## config.mk

```make
export PLATFORM = sky130hd
export DESIGN_NAME = ahb_uart_pro_flat
export DESIGN_NICKNAME = d
export VERILOG_FILES = /design/src/rtl/ahb_uart_pro_if.sv /design/src/rtl/ahb_uart_pro.sv /design/src/flat_wrapper.sv
export SDC_FILE = /design/constraint.sdc
export NUM_CORES = 1
export LEC_CHECK = 0
export CAP_MARGIN = 40
export CORE_UTILIZATION = 45
export DETAILED_ROUTE_END_ITERATION = 8
export PLACE_DENSITY = 0.76
export SLEW_MARGIN = 30
export SYNTH_ARGS = -nofsm -noshare
export SYNTH_HDL_FRONTEND = slang
export SYNTH_SLANG_ARGS = --single-unit
export TNS_END_PERCENT = 1
```

## constraint.sdc

```tcl
create_clock -name HCLK -period 4.05 [get_ports HCLK]
set_clock_uncertainty 0.2 [all_clocks]
set_input_delay 1.215 -clock HCLK [delete_from_list [all_inputs] [get_ports HCLK]]
set_output_delay 1.215 -clock HCLK [all_outputs]
set_load 0.02 [all_outputs]
```

## src/rtl/ahb_uart_pro_if.sv

```systemverilog
// ahb_uart_pro_if: AHB-Lite bus bundle between a master and the ahb_uart_pro slave
interface ahb_uart_pro_if;
   logic        HSEL;
   logic [31:0] HADDR;
   logic [1:0]  HTRANS;
   logic        HWRITE;
   logic        HREADY;
   logic [31:0] HWDATA;
   logic [31:0] HRDATA;
   logic        HREADYOUT;
   modport master (output HSEL, HADDR, HTRANS, HWRITE, HREADY, HWDATA, input HRDATA, HREADYOUT);
   modport slave (input HSEL, HADDR, HTRANS, HWRITE, HREADY, HWDATA, output HRDATA, HREADYOUT);
endinterface

```

## src/rtl/ahb_uart_pro.sv

```systemverilog
// ahb_uart_pro: AHB-Lite UART with 16-bit baud divisor, 16x RX oversampling, FIFOs, sticky errors and IRQs.
// Parity framing, CTRL[3:2] and parity_err exist only when UART_PARITY_EN is defined.
module ahb_uart_pro #(
   parameter int FIFO_AW = 4,
   parameter int DATA_BITS = 8,
   parameter logic [15:0] DEFAULT_DIV = 16'd325
) (
   input  logic HCLK,
   input  logic HRESET,
   ahb_uart_pro_if.slave bus,
   input  logic RsRx,
   output logic RsTx,
   output logic uart_irq
);
   localparam int PW = FIFO_AW + 1;
`ifdef UART_PARITY_EN
   localparam logic [4:0] CTRL_MASK = 5'h1f;
`else
   localparam logic [4:0] CTRL_MASK = 5'h13;
`endif
   typedef enum logic [2:0] {
      IDLE,
      START,
      DATA,
`ifdef UART_PARITY_EN
      PARITY,
`endif
      STOP
   } state_t;
   logic a_valid, a_write;
   logic [2:0] a_addr;
   logic [4:0] ctrl;
   logic [15:0] bauddiv, tcnt;
   logic [2:0] irq_en;
   logic tick, wr, rd;
   logic [3:0] w1c;
   logic rx_ovr, frame_err, parity_err, tx_ovf;
   logic [DATA_BITS-1:0] tx_mem [1 << FIFO_AW];
   logic [DATA_BITS-1:0] rx_mem [1 << FIFO_AW];
   logic [PW-1:0] tx_wp, tx_rp, rx_wp, rx_rp, tx_lvl, rx_lvl;
   logic tx_empty, tx_full, rx_empty, rx_full;
   logic tx_push, tx_pop, tx_push_ok, rx_push, rx_pop, rx_push_ok;
   logic [DATA_BITS-1:0] tx_head, rx_head, rx_rdata;
   state_t tx_st, rx_st;
   logic [3:0] tx_cnt, rx_cnt;
   logic [2:0] tx_idx, rx_idx;
   logic [DATA_BITS-1:0] tx_sh, rx_sh;
   logic txd, s1, s2, rx_prev, rx_in, rx_ferr, rx_perr;
`ifdef UART_PARITY_EN
   logic tx_par, tx_pon, rx_par;
`endif
   logic [31:0] status;
   logic unused_bits;
   assign unused_bits = ^{bus.HADDR[31:5], bus.HADDR[1:0], bus.HTRANS[0], bus.HWDATA[31:16]};
   assign wr = a_valid & a_write & bus.HREADY;
   assign rd = a_valid & ~a_write & bus.HREADY;
   assign w1c = wr && a_addr == 3'd1 ? bus.HWDATA[8:5] : 4'd0;
   assign tick = tcnt == bauddiv;
   assign tx_lvl = tx_wp - tx_rp;
   assign rx_lvl = rx_wp - rx_rp;
   assign tx_empty = tx_lvl == '0;
   assign rx_empty = rx_lvl == '0;
   assign tx_full = tx_lvl[FIFO_AW];
   assign rx_full = rx_lvl[FIFO_AW];
   assign tx_head = tx_mem[tx_rp[FIFO_AW-1:0]];
   assign rx_head = rx_mem[rx_rp[FIFO_AW-1:0]];
   assign rx_rdata = rx_empty ? '0 : rx_head;
   assign tx_push = wr && a_addr == 3'd0;
   assign tx_pop = tx_st == IDLE && tick && ctrl[0] && !tx_empty;
   assign tx_push_ok = tx_push & (~tx_full | tx_pop);
   assign rx_pop = rd && a_addr == 3'd0 && !rx_empty;
   assign rx_push_ok = rx_push & (~rx_full | rx_pop);
   assign rx_in = ctrl[4] ? txd : s2;
   assign RsTx = txd | ctrl[4];
   assign status = {8'(tx_lvl), 8'(rx_lvl), 7'd0, tx_ovf, parity_err, frame_err, rx_ovr,
                    tx_st != IDLE, tx_full, tx_empty, rx_full, rx_empty};
   assign bus.HREADYOUT = 1'b1;
   assign bus.HRDATA = !(a_valid && !a_write) ? 32'd0 :
                       a_addr == 3'd0 ? 32'(rx_rdata) :
                       a_addr == 3'd1 ? status :
                       a_addr == 3'd2 ? {27'd0, ctrl} :
                       a_addr == 3'd3 ? {16'd0, bauddiv} :
                       a_addr == 3'd4 ? {29'd0, irq_en} : 32'd0;
   // Latch the address phase whenever the bus is ready
   always_ff @(posedge HCLK or posedge HRESET) begin
      if (HRESET) begin
         a_valid <= 1'b0;
         a_write <= 1'b0;
         a_addr <= 3'd0;
      end else if (bus.HREADY) begin
         a_valid <= bus.HSEL & bus.HTRANS[1];
         a_write <= bus.HWRITE;
         a_addr <= bus.HADDR[4:2];
      end
   end
   // Control registers, oversample tick, sticky flags and interrupt output
   always_ff @(posedge HCLK or posedge HRESET) begin
      if (HRESET) begin
         ctrl <= 5'd0;
         bauddiv <= DEFAULT_DIV;
         irq_en <= 3'd0;
         tcnt <= 16'd0;
         rx_ovr <= 1'b0;
         frame_err <= 1'b0;
         parity_err <= 1'b0;
         tx_ovf <= 1'b0;
         uart_irq <= 1'b0;
      end else begin
         if (wr && a_addr == 3'd2) ctrl <= bus.HWDATA[4:0] & CTRL_MASK;
         if (wr && a_addr == 3'd3) bauddiv <= bus.HWDATA[15:0];
         if (wr && a_addr == 3'd4) irq_en <= bus.HWDATA[2:0];
         tcnt <= (wr && a_addr == 3'd3) || tick ? 16'd0 : tcnt + 16'd1;
         rx_ovr <= (rx_push & ~rx_push_ok) | (rx_ovr & ~w1c[0]);
         frame_err <= rx_ferr | (frame_err & ~w1c[1]);
         parity_err <= rx_perr | (parity_err & ~w1c[2]);
         tx_ovf <= (tx_push & ~tx_push_ok) | (tx_ovf & ~w1c[3]);
         uart_irq <= |(irq_en & {rx_ovr | frame_err | parity_err | tx_ovf, tx_empty, ~rx_empty});
      end
   end
   // FIFO pointers; a push into a full FIFO succeeds only alongside a pop
   always_ff @(posedge HCLK or posedge HRESET) begin
      if (HRESET) begin
         tx_wp <= '0;
         tx_rp <= '0;
         rx_wp <= '0;
         rx_rp <= '0;
      end else begin
         tx_wp <= tx_wp + {{FIFO_AW{1'b0}}, tx_push_ok};
         tx_rp <= tx_rp + {{FIFO_AW{1'b0}}, tx_pop};
         rx_wp <= rx_wp + {{FIFO_AW{1'b0}}, rx_push_ok};
         rx_rp <= rx_rp + {{FIFO_AW{1'b0}}, rx_pop};
      end
   end
   // FIFO storage, no reset needed
   always_ff @(posedge HCLK) begin
      if (tx_push_ok) tx_mem[tx_wp[FIFO_AW-1:0]] <= bus.HWDATA[DATA_BITS-1:0];
      if (rx_push_ok) rx_mem[rx_wp[FIFO_AW-1:0]] <= rx_sh;
   end
   // Transmitter: one bit per 16 ticks, new frames only start from IDLE with tx_en set
   always_ff @(posedge HCLK or posedge HRESET) begin
      if (HRESET) begin
         tx_st <= IDLE;
         tx_cnt <= 4'd0;
         tx_idx <= 3'd0;
         tx_sh <= '0;
         txd <= 1'b1;
`ifdef UART_PARITY_EN
         tx_par <= 1'b0;
         tx_pon <= 1'b0;
`endif
      end else if (tick) begin
         tx_cnt <= tx_st == IDLE ? 4'd0 : tx_cnt + 4'd1;
         case (tx_st)
            IDLE: if (tx_pop) begin
               tx_st <= START;
               tx_sh <= tx_head;
               txd <= 1'b0;
`ifdef UART_PARITY_EN
               tx_par <= ^tx_head ^ ctrl[2];
               tx_pon <= ctrl[3];
`endif
            end
            START: if (tx_cnt == 4'd15) begin
               tx_st <= DATA;
               tx_idx <= 3'd0;
               txd <= tx_sh[0];
               tx_sh <= tx_sh >> 1;
            end
            DATA: if (tx_cnt == 4'd15) begin
               if (tx_idx == 3'(DATA_BITS - 1)) begin
`ifdef UART_PARITY_EN
                  tx_st <= tx_pon ? PARITY : STOP;
                  txd <= tx_pon ? tx_par : 1'b1;
`else
                  tx_st <= STOP;
                  txd <= 1'b1;
`endif
               end else begin
                  tx_idx <= tx_idx + 3'd1;
                  txd <= tx_sh[0];
                  tx_sh <= tx_sh >> 1;
               end
            end
`ifdef UART_PARITY_EN
            PARITY: if (tx_cnt == 4'd15) begin
               tx_st <= STOP;
               txd <= 1'b1;
            end
`endif
            STOP: if (tx_cnt == 4'd15) tx_st <= IDLE;
            default: tx_st <= IDLE;
         endcase
      end
   end
   // Receiver: synchronise, detect start edge, sample mid-bit, push at the stop bit
   always_ff @(posedge HCLK or posedge HRESET) begin
      if (HRESET) begin
         s1 <= 1'b1;
         s2 <= 1'b1;
         rx_prev <= 1'b1;
         rx_st <= IDLE;
         rx_cnt <= 4'd0;
         rx_idx <= 3'd0;
         rx_sh <= '0;
         rx_push <= 1'b0;
         rx_ferr <= 1'b0;
         rx_perr <= 1'b0;
`ifdef UART_PARITY_EN
         rx_par <= 1'b0;
`endif
      end else begin
         s1 <= RsRx;
         s2 <= s1;
         rx_prev <= rx_in;
         rx_push <= 1'b0;
         rx_ferr <= 1'b0;
         rx_perr <= 1'b0;
         if (!ctrl[1]) rx_st <= IDLE;
         else if (rx_st == IDLE) begin
            if (rx_prev && !rx_in) begin
               rx_st <= START;
               rx_cnt <= 4'd8;
            end
         end else if (tick) begin
            rx_cnt <= rx_cnt + 4'd1;
            if (rx_cnt == 4'd15) begin
               case (rx_st)
                  START: begin
                     rx_st <= rx_in ? IDLE : DATA;
                     rx_idx <= 3'd0;
                  end
                  DATA: begin
                     rx_sh <= {rx_in, rx_sh[DATA_BITS-1:1]};
                     rx_idx <= rx_idx + 3'd1;
`ifdef UART_PARITY_EN
                     if (rx_idx == 3'(DATA_BITS - 1)) rx_st <= ctrl[3] ? PARITY : STOP;
`else
                     if (rx_idx == 3'(DATA_BITS - 1)) rx_st <= STOP;
`endif
                  end
`ifdef UART_PARITY_EN
                  PARITY: begin
                     rx_par <= rx_in;
                     rx_st <= STOP;
                  end
`endif
                  STOP: begin
                     rx_st <= IDLE;
                     rx_push <= 1'b1;
                     rx_ferr <= ~rx_in;
`ifdef UART_PARITY_EN
                     rx_perr <= ctrl[3] & (rx_par != (^rx_sh ^ ctrl[2]));
`endif
                  end
                  default: rx_st <= IDLE;
               endcase
            end
         end
      end
   end
endmodule

```

## src/flat_wrapper.sv

```systemverilog
// flat-port wrapper written by rule: the top's interface ports become plain ports
module ahb_uart_pro_flat 
#(
   parameter int FIFO_AW = 4,
   parameter int DATA_BITS = 8,
   parameter logic [15:0] DEFAULT_DIV = 16'd325
)
  (HCLK, HRESET, RsRx, RsTx, uart_irq, bus_HSEL, bus_HADDR, bus_HTRANS, bus_HWRITE, bus_HREADY, bus_HWDATA, bus_HRDATA, bus_HREADYOUT);
  ahb_uart_pro_if bus_i ();
  input  logic HCLK;
  input  logic HRESET;
  input  logic RsRx;
  output logic RsTx;
  output logic uart_irq;
  input wire logic [$bits(bus_i.HSEL)-1:0] bus_HSEL;
  input wire logic [$bits(bus_i.HADDR)-1:0] bus_HADDR;
  input wire logic [$bits(bus_i.HTRANS)-1:0] bus_HTRANS;
  input wire logic [$bits(bus_i.HWRITE)-1:0] bus_HWRITE;
  input wire logic [$bits(bus_i.HREADY)-1:0] bus_HREADY;
  input wire logic [$bits(bus_i.HWDATA)-1:0] bus_HWDATA;
  output wire logic [$bits(bus_i.HRDATA)-1:0] bus_HRDATA;
  output wire logic [$bits(bus_i.HREADYOUT)-1:0] bus_HREADYOUT;
  assign bus_i.HSEL = bus_HSEL;
  assign bus_i.HADDR = bus_HADDR;
  assign bus_i.HTRANS = bus_HTRANS;
  assign bus_i.HWRITE = bus_HWRITE;
  assign bus_i.HREADY = bus_HREADY;
  assign bus_i.HWDATA = bus_HWDATA;
  assign bus_HRDATA = bus_i.HRDATA;
  assign bus_HREADYOUT = bus_i.HREADYOUT;
  ahb_uart_pro #(.FIFO_AW(FIFO_AW), .DATA_BITS(DATA_BITS), .DEFAULT_DIV(DEFAULT_DIV)) u_core (.HCLK(HCLK), .HRESET(HRESET), .bus(bus_i), .RsRx(RsRx), .RsTx(RsTx), .uart_irq(uart_irq));
endmodule
```

### After elaboration in Yosys (flattened, before gate mapping)

Memory sizes are Yosys's and may differ from the RTL's.
Index checks and enable logic that the tools add are counted.

* add/sub/neg operators: 11
* equal/unequal tests: 26
* mux-type cells: 56
* bitwise operators: 35
* reduce and logical (&&, ||, !) cells: 36

Operators by type and width (count)
* 32-bit 2-to-1 mux: 5
* 3-bit 2-to-1 mux: 14
* 8-bit 2-to-1 mux: 5
* 8-bit one-hot mux with 3 select lines: 1
* 5-bit by 1-bit adder with 5-bit output: 4
* 4-bit 2-to-1 mux: 5
* 5-bit AND reduction: 4
* 1-bit 2-to-1 mux: 19
* 3-bit by 2-bit == test with 1-bit output (second input constant): 6
* 3-bit one-hot mux with 2 select lines: 3
* 16-bit by 1-bit adder with 16-bit output (second input constant): 1
* 16-bit == test: 1
* 16-bit 2-to-1 mux: 1
* 1-bit AND: 13
* 1-bit logical AND: 12
* 1-bit inverter: 12
* 3-bit one-hot mux with 4 select lines: 1
* 6-bit AND reduction: 2
* 5-bit zero test: 2
* 2-bit by 1-bit != test with 1-bit output (second input constant): 5
* 5-bit subtractor: 2
* 3-bit by 1-bit == test with 1-bit output (second input constant): 3
* 3-bit == test (second input constant): 3
* 3-bit zero test: 3
* other kinds (17): 37

* register bits after elaboration: 110
* memory bits (writable): 256
* memories kept: 2

Memories
* u_core.rx_mem: words 16, width 8, read ports 1, clocked after memory_dff 0, write ports 1, line ahb_uart_pro.sv:39 `logic [DATA_BITS-1:0] rx_mem [1 << FIFO_AW];`
* u_core.tx_mem: words 16, width 8, read ports 1, clocked after memory_dff 0, write ports 1, line ahb_uart_pro.sv:38 `logic [DATA_BITS-1:0] tx_mem [1 << FIFO_AW];`

### Depth between registers and ports, before layout

* word-level depth: 10
* depth in mapped cells: 14

### Worst setup path before layout

Ideal clock, no wire load.

* path type: reg-to-output
* from: register u_core.rx_rp[2]
* to: output port bus_HRDATA[3]
* data arrival time: 2.812 ns
* data required time: 2.635 ns
* setup slack: -0.177 ns
* stages on the path, launching flop included: 11
* path buffers: 2
* path through: dfrtp_1 > buf_1 > inv_2 > ha_1 > nor2b_1 > o21ai_0 > a21oi_1 > nor2_1 > clkbuf_1 > o311ai_0 > a211oi_1

* longest elaborated chain between the ends: 5
* elaborated cells on any way between the ends: 6

RTL lines
* start: declaration: line ahb_uart_pro.sv:40 `logic [PW-1:0] tx_wp, tx_rp, rx_wp, rx_rp, tx_lvl, rx_lvl;`
* start signal: assignment: line ahb_uart_pro.sv:131 `rx_rp <= rx_rp + {{FIFO_AW{1'b0}}, rx_pop};`
* 5-bit subtractor: line ahb_uart_pro.sv:60 `assign rx_lvl = rx_wp - rx_rp;`
* 5-bit zero test: line ahb_uart_pro.sv:62 `assign rx_empty = rx_lvl == '0;`
* 8-bit 2-to-1 mux *: line ahb_uart_pro.sv:67 `assign rx_rdata = rx_empty ? '0 : rx_head;`
* 32-bit 2-to-1 mux *: line ahb_uart_pro.sv:79 `a_addr == 3'd0 ? 32'(rx_rdata) :`
* 32-bit 2-to-1 mux *: line ahb_uart_pro.sv:78 `assign bus.HRDATA = !(a_valid && !a_write) ? 32'd0 :`
* end: declaration: line flat_wrapper.sv:21 `output wire logic [$bits(bus_i.HRDATA)-1:0] bus_HRDATA;`

Every way passes the cells marked *; elsewhere a longest branch is shown, timed or not.

### Worst setup path after layout

* from: register u_core.rx_rp[0]
* to: output port bus_HRDATA[0]

* longest elaborated chain between the ends: 5
* elaborated cells on any way between the ends: 7

RTL lines (line)
* 5-bit subtractor: ahb_uart_pro.sv:60
* 5-bit zero test: ahb_uart_pro.sv:62
* 32-bit 2-to-1 mux / 8-bit 2-to-1 mux (equally long branches): ahb_uart_pro.sv:80, ahb_uart_pro.sv:67
* 32-bit 2-to-1 mux *: ahb_uart_pro.sv:79
* 32-bit 2-to-1 mux *: ahb_uart_pro.sv:78

Marked as above.

==> impl_metrics.csv <==
group,metric,value,unit
timing,max_freq,233,MHz
floorplanning,die-area,35800,sq um
final_layout,multi_input_area,5160,sq um
clocking,clock_latency,0.54,ns
final_layout,fin_util,54.5,%
critical_path,crit_fanout,3,
grt,antenna_found_initial,0,
clocking,cts_num_sinks,364,
clocking,ctsLongestPathBuffers,3,
placed_design,hpwl,22400,um
critical_path,crit_required,2.63,ns
critical_path,critical_path_class,"flop to primary output",
synthesis,async_flop_share,29.7,%
critical_path,timing.rr.start,"u_core.bauddiv[2]$_DFFE_PP1P_",
synthesis,synth_edf_count,256,
critical_path,cp-startpoint,"u_core.rx_rp[0]$_DFF_PP0_",
floorplanning,dieHeight,189,um
placed_design,gp_congestion,0.854,
synthesis,ys_warn_count,0,
placed_design,dpl.cell_count,1556,
clocking,cts_buffers,38,
min_path,hold_class,"flop to flop",
power,power.leakage,7.23,nW
floorplanning,start_util,45.6,%
floorplanning,rows,68,
synthesis,syn_area_per_cell,15.6,sq um
final_layout,n_antenna_cell,0,
run_status,violations,"setup timing",
placed_design,dp_slack,-0.482,ns
placed_design,io_buffers,53,
final_layout,drive_gt1_share,27.4,%
drt,viasPerCell,5.64,
timing,setup_viol,8,
critical_path,cp.arrival,2.87,ns
critical_path,cp-end-kind,"primary output",
power,peakVddDrop,0.396,mV
timing,max-slew-margin-rel,44.7,%
critical_path,crit_family,"simple AND/OR/NAND/NOR gates",
synthesis,synth_area_leader_cell,"edfxtp_1",
critical_path,cp_slowest_stage_delay,0.57,ns
timing,tightest_slew,0.808,ns
critical_path,r2r_cells,7,
timing,finalHoldViolCount,0,
drt,detail_route.wl_per_cell,21.2,um
final_layout,finalInstanceArea,18800,sq um
final_layout,fill_cells,2681,
synthesis,yosysSeqAreaShare,66.0,%
drt,wirelength,34600,um
final_layout,area.growth.synth_to_final,19.5,%
drt,drt-initial-drc-count,777,
job,cap_viol_max_count,0,
min_path,hold_depth,0,
grt,grt_max_degree,91,
critical_path,cp.depth,8,
grt,overflow,0,
timing,setup_slack,-0.233,ns
clocking,cts_tree,"yes",
synthesis,yosysTopAreaCellShare,48.8,%
grt,grt_pass1_wl,53600,um
drt,ant_nets,0,
power,cellPowerDensity,560,nW/um^2
clocking,cts_root_buf,"clkbuf_16",
synthesis,synth.top_cells.by_area,"edfxtp_1 (49%), dfrtp_1 (16%), mux4_2 (10%), mux2_2 (2.8%), ha_1 (2.5%)",
synthesis,netlist_area,15800,sq um
min_path,min_from,"u_core.s1$_DFF_PP1_",
critical_path,worstPathCellList,"ha_4 > fa_2 > buf_4 > xor2_4 > nand3_2 > or4_4 > a31oi_4 > buf_6",
drt,drc,0,
critical_path,cp-start-kind,"flop",
synthesis,synthCells,1011,
clocking,htreeDepth,2,
synthesis,yosys_most_used_dff,"edfxtp_1",
timing,rsz0062_at_grt,"true",
placed_design,place_area,17300,sq um
final_layout,final_cells,1632,
floorplanning,coreArea,34500,sq um
synthesis,synth_seq_cells,364,
final_layout,nets,1253,
clocking,cts.clk_slew.worst_paths,0.06,ns
final_layout,seq_area,10400,sq um
floorplanning,ios,107,
drt,drt-pass1-iter-count,5,
grt,grt_use_total,19.6,%
run_status,status,"finished with violations",
timing,period_share,106,%
floorplanning,die_x,189,um
drt,via_count,9201,
synthesis,ys_types,67,
timing,slew_viol_final,0,
critical_path,worstPathBufferInverterCount,2,
grt,grt_pass1_vias,9428,
critical_path,cp_slowest_cell,"or4_4",
timing,fin_crit,4.28,ns
timing,tns,-1.48,ns
==> state kept, by name (all words and copies together), names as in the netlist, 5 cells and up <==
signal and count:
u_core.tx_mem 128, u_core.bauddiv 16, u_core.rx_sh 8, u_core.tcnt 16
u_core.rx_mem 128, u_core.tx_wp 5, u_core.tx_sh 8, u_core.rx_rp 5
u_core.tx_rp 5, u_core.rx_wp 5
==> layer usage <==
layer / global-route usage, % / up-vias / routed length [um]
li1: - / 4107 / -
met1: 25.8 / 4738 / 14200
met2: 33.7 / 304 / 17800
met3: 2.74 / 52 / 1860
met4: 5.77 / 0 / 737
met5: 0 / - / 0
==> report_power, final <==
group,leakage (nW),internal [mW],switching [mW]
clock,0.639,2.09,1.44
combinational,2.56,1.24,1.35
sequential,4.03,4.20,0.222
total,7.23,7.53,3.02
==> layout by cell type (no fill, tap or decap), types with 18 or more instances in the layout <==
cell | Yosys | layout
clkdlybuf4s50_1 | 0 | 39
nor2_1 | 58 | 56
mux2_2 | 39 | 39
mux4_2 | 70 | 70
buf_4 | 9 | 86
a21oi_1 | 24 | 18
nand2_1 | 51 | 51
o21ai_0 | 23 | 22
inv_1 | 43 | 42
clkbuf_16 | 0 | 39
xnor2_1 | 34 | 33
ha_1 | 32 | 31
nand3_1 | 33 | 32
dfrtp_1 | 100 | 97
edfxtp_1 | 256 | 256
==> Yosys cell counts, drive strengths merged (23+ instances only) <==
| cell | number |
|---|---|
| dfrtp | 100 |
| mux2 | 39 |
| buf | 28 |
| xnor2 | 34 |
| clkbuf | 23 |
| a21oi | 24 |
| nand3 | 33 |
| nor2 | 58 |
| nand2 | 52 |
| inv | 44 |
| edfxtp | 256 |
| mux4 | 70 |
| ha | 32 |
| o21ai | 23 |
==> repair_timing <==
item | in CTS | in global routing
resized for setup | 76 | 25
setup buffers | 0 | 2
hold buffers | 0 | 0
pin swaps | 11 | 14
setup endpoints to repair | 16 | 22
cloned | 0 | 1
==> path summary, 6_finish.rpt <==
path                                                to  slack, ns
max in group asynchronous          u_core.s1$_DFF_PP1_       1.92
setup reg to reg           u_core.tx_sh[0]$_DFFE_PP0P_       0.87
hold / removal                     u_core.s2$_DFF_PP1_       0.19
min in group asynchronous  u_core.tx_sh[3]$_DFFE_PP0P_       0.84
setup / recovery                         bus_HRDATA[0]      -0.23
hold reg to reg                    u_core.s2$_DFF_PP1_       0.19
==> through the flow <==
stage | total power, mW | hold WS [ns]
floorplan | 6.14 | 0.145
global placement | 6.81 | 0.181
detailed placement | 6.89 | 0.182
CTS | 10.5 | 0.192
global route | 11.0 | 0.194
finish | 10.5 | 0.195
==> layout make-up <==
class / count / share of cell area [%]
Clock inverter: 18 / 1.15
Multi-Input combinational cell: 557 / 27.4
Sequential cell: 364 / 55.2
Tap cell: 455 / 3.02
Timing Repair Buffer: 142 / 6.55
Inverter: 44 / 0.897
Clock buffer: 52 / 5.75
==> cell families (layout without fill, tap and decap cells) <==
kind of cell | Yosys count | count (layout) | synth area share, %
muxes | 122 | 122 | 13.6
xor gates and xnor gates | 46 | 46 | 2.56
AOI/OAI and AO/OA | 108 | 108 | 4.67
DFF | 364 | 364 | 66.0
adders and majority gates | 34 | 34 | 2.79
buffers and inverters | 95 | 256 | 2.68
and+or+nand+nor | 240 | 240 | 7.66
other | 2 | 7 | 0.0476
No activity file was read; power rests on OpenSTA's default activity.
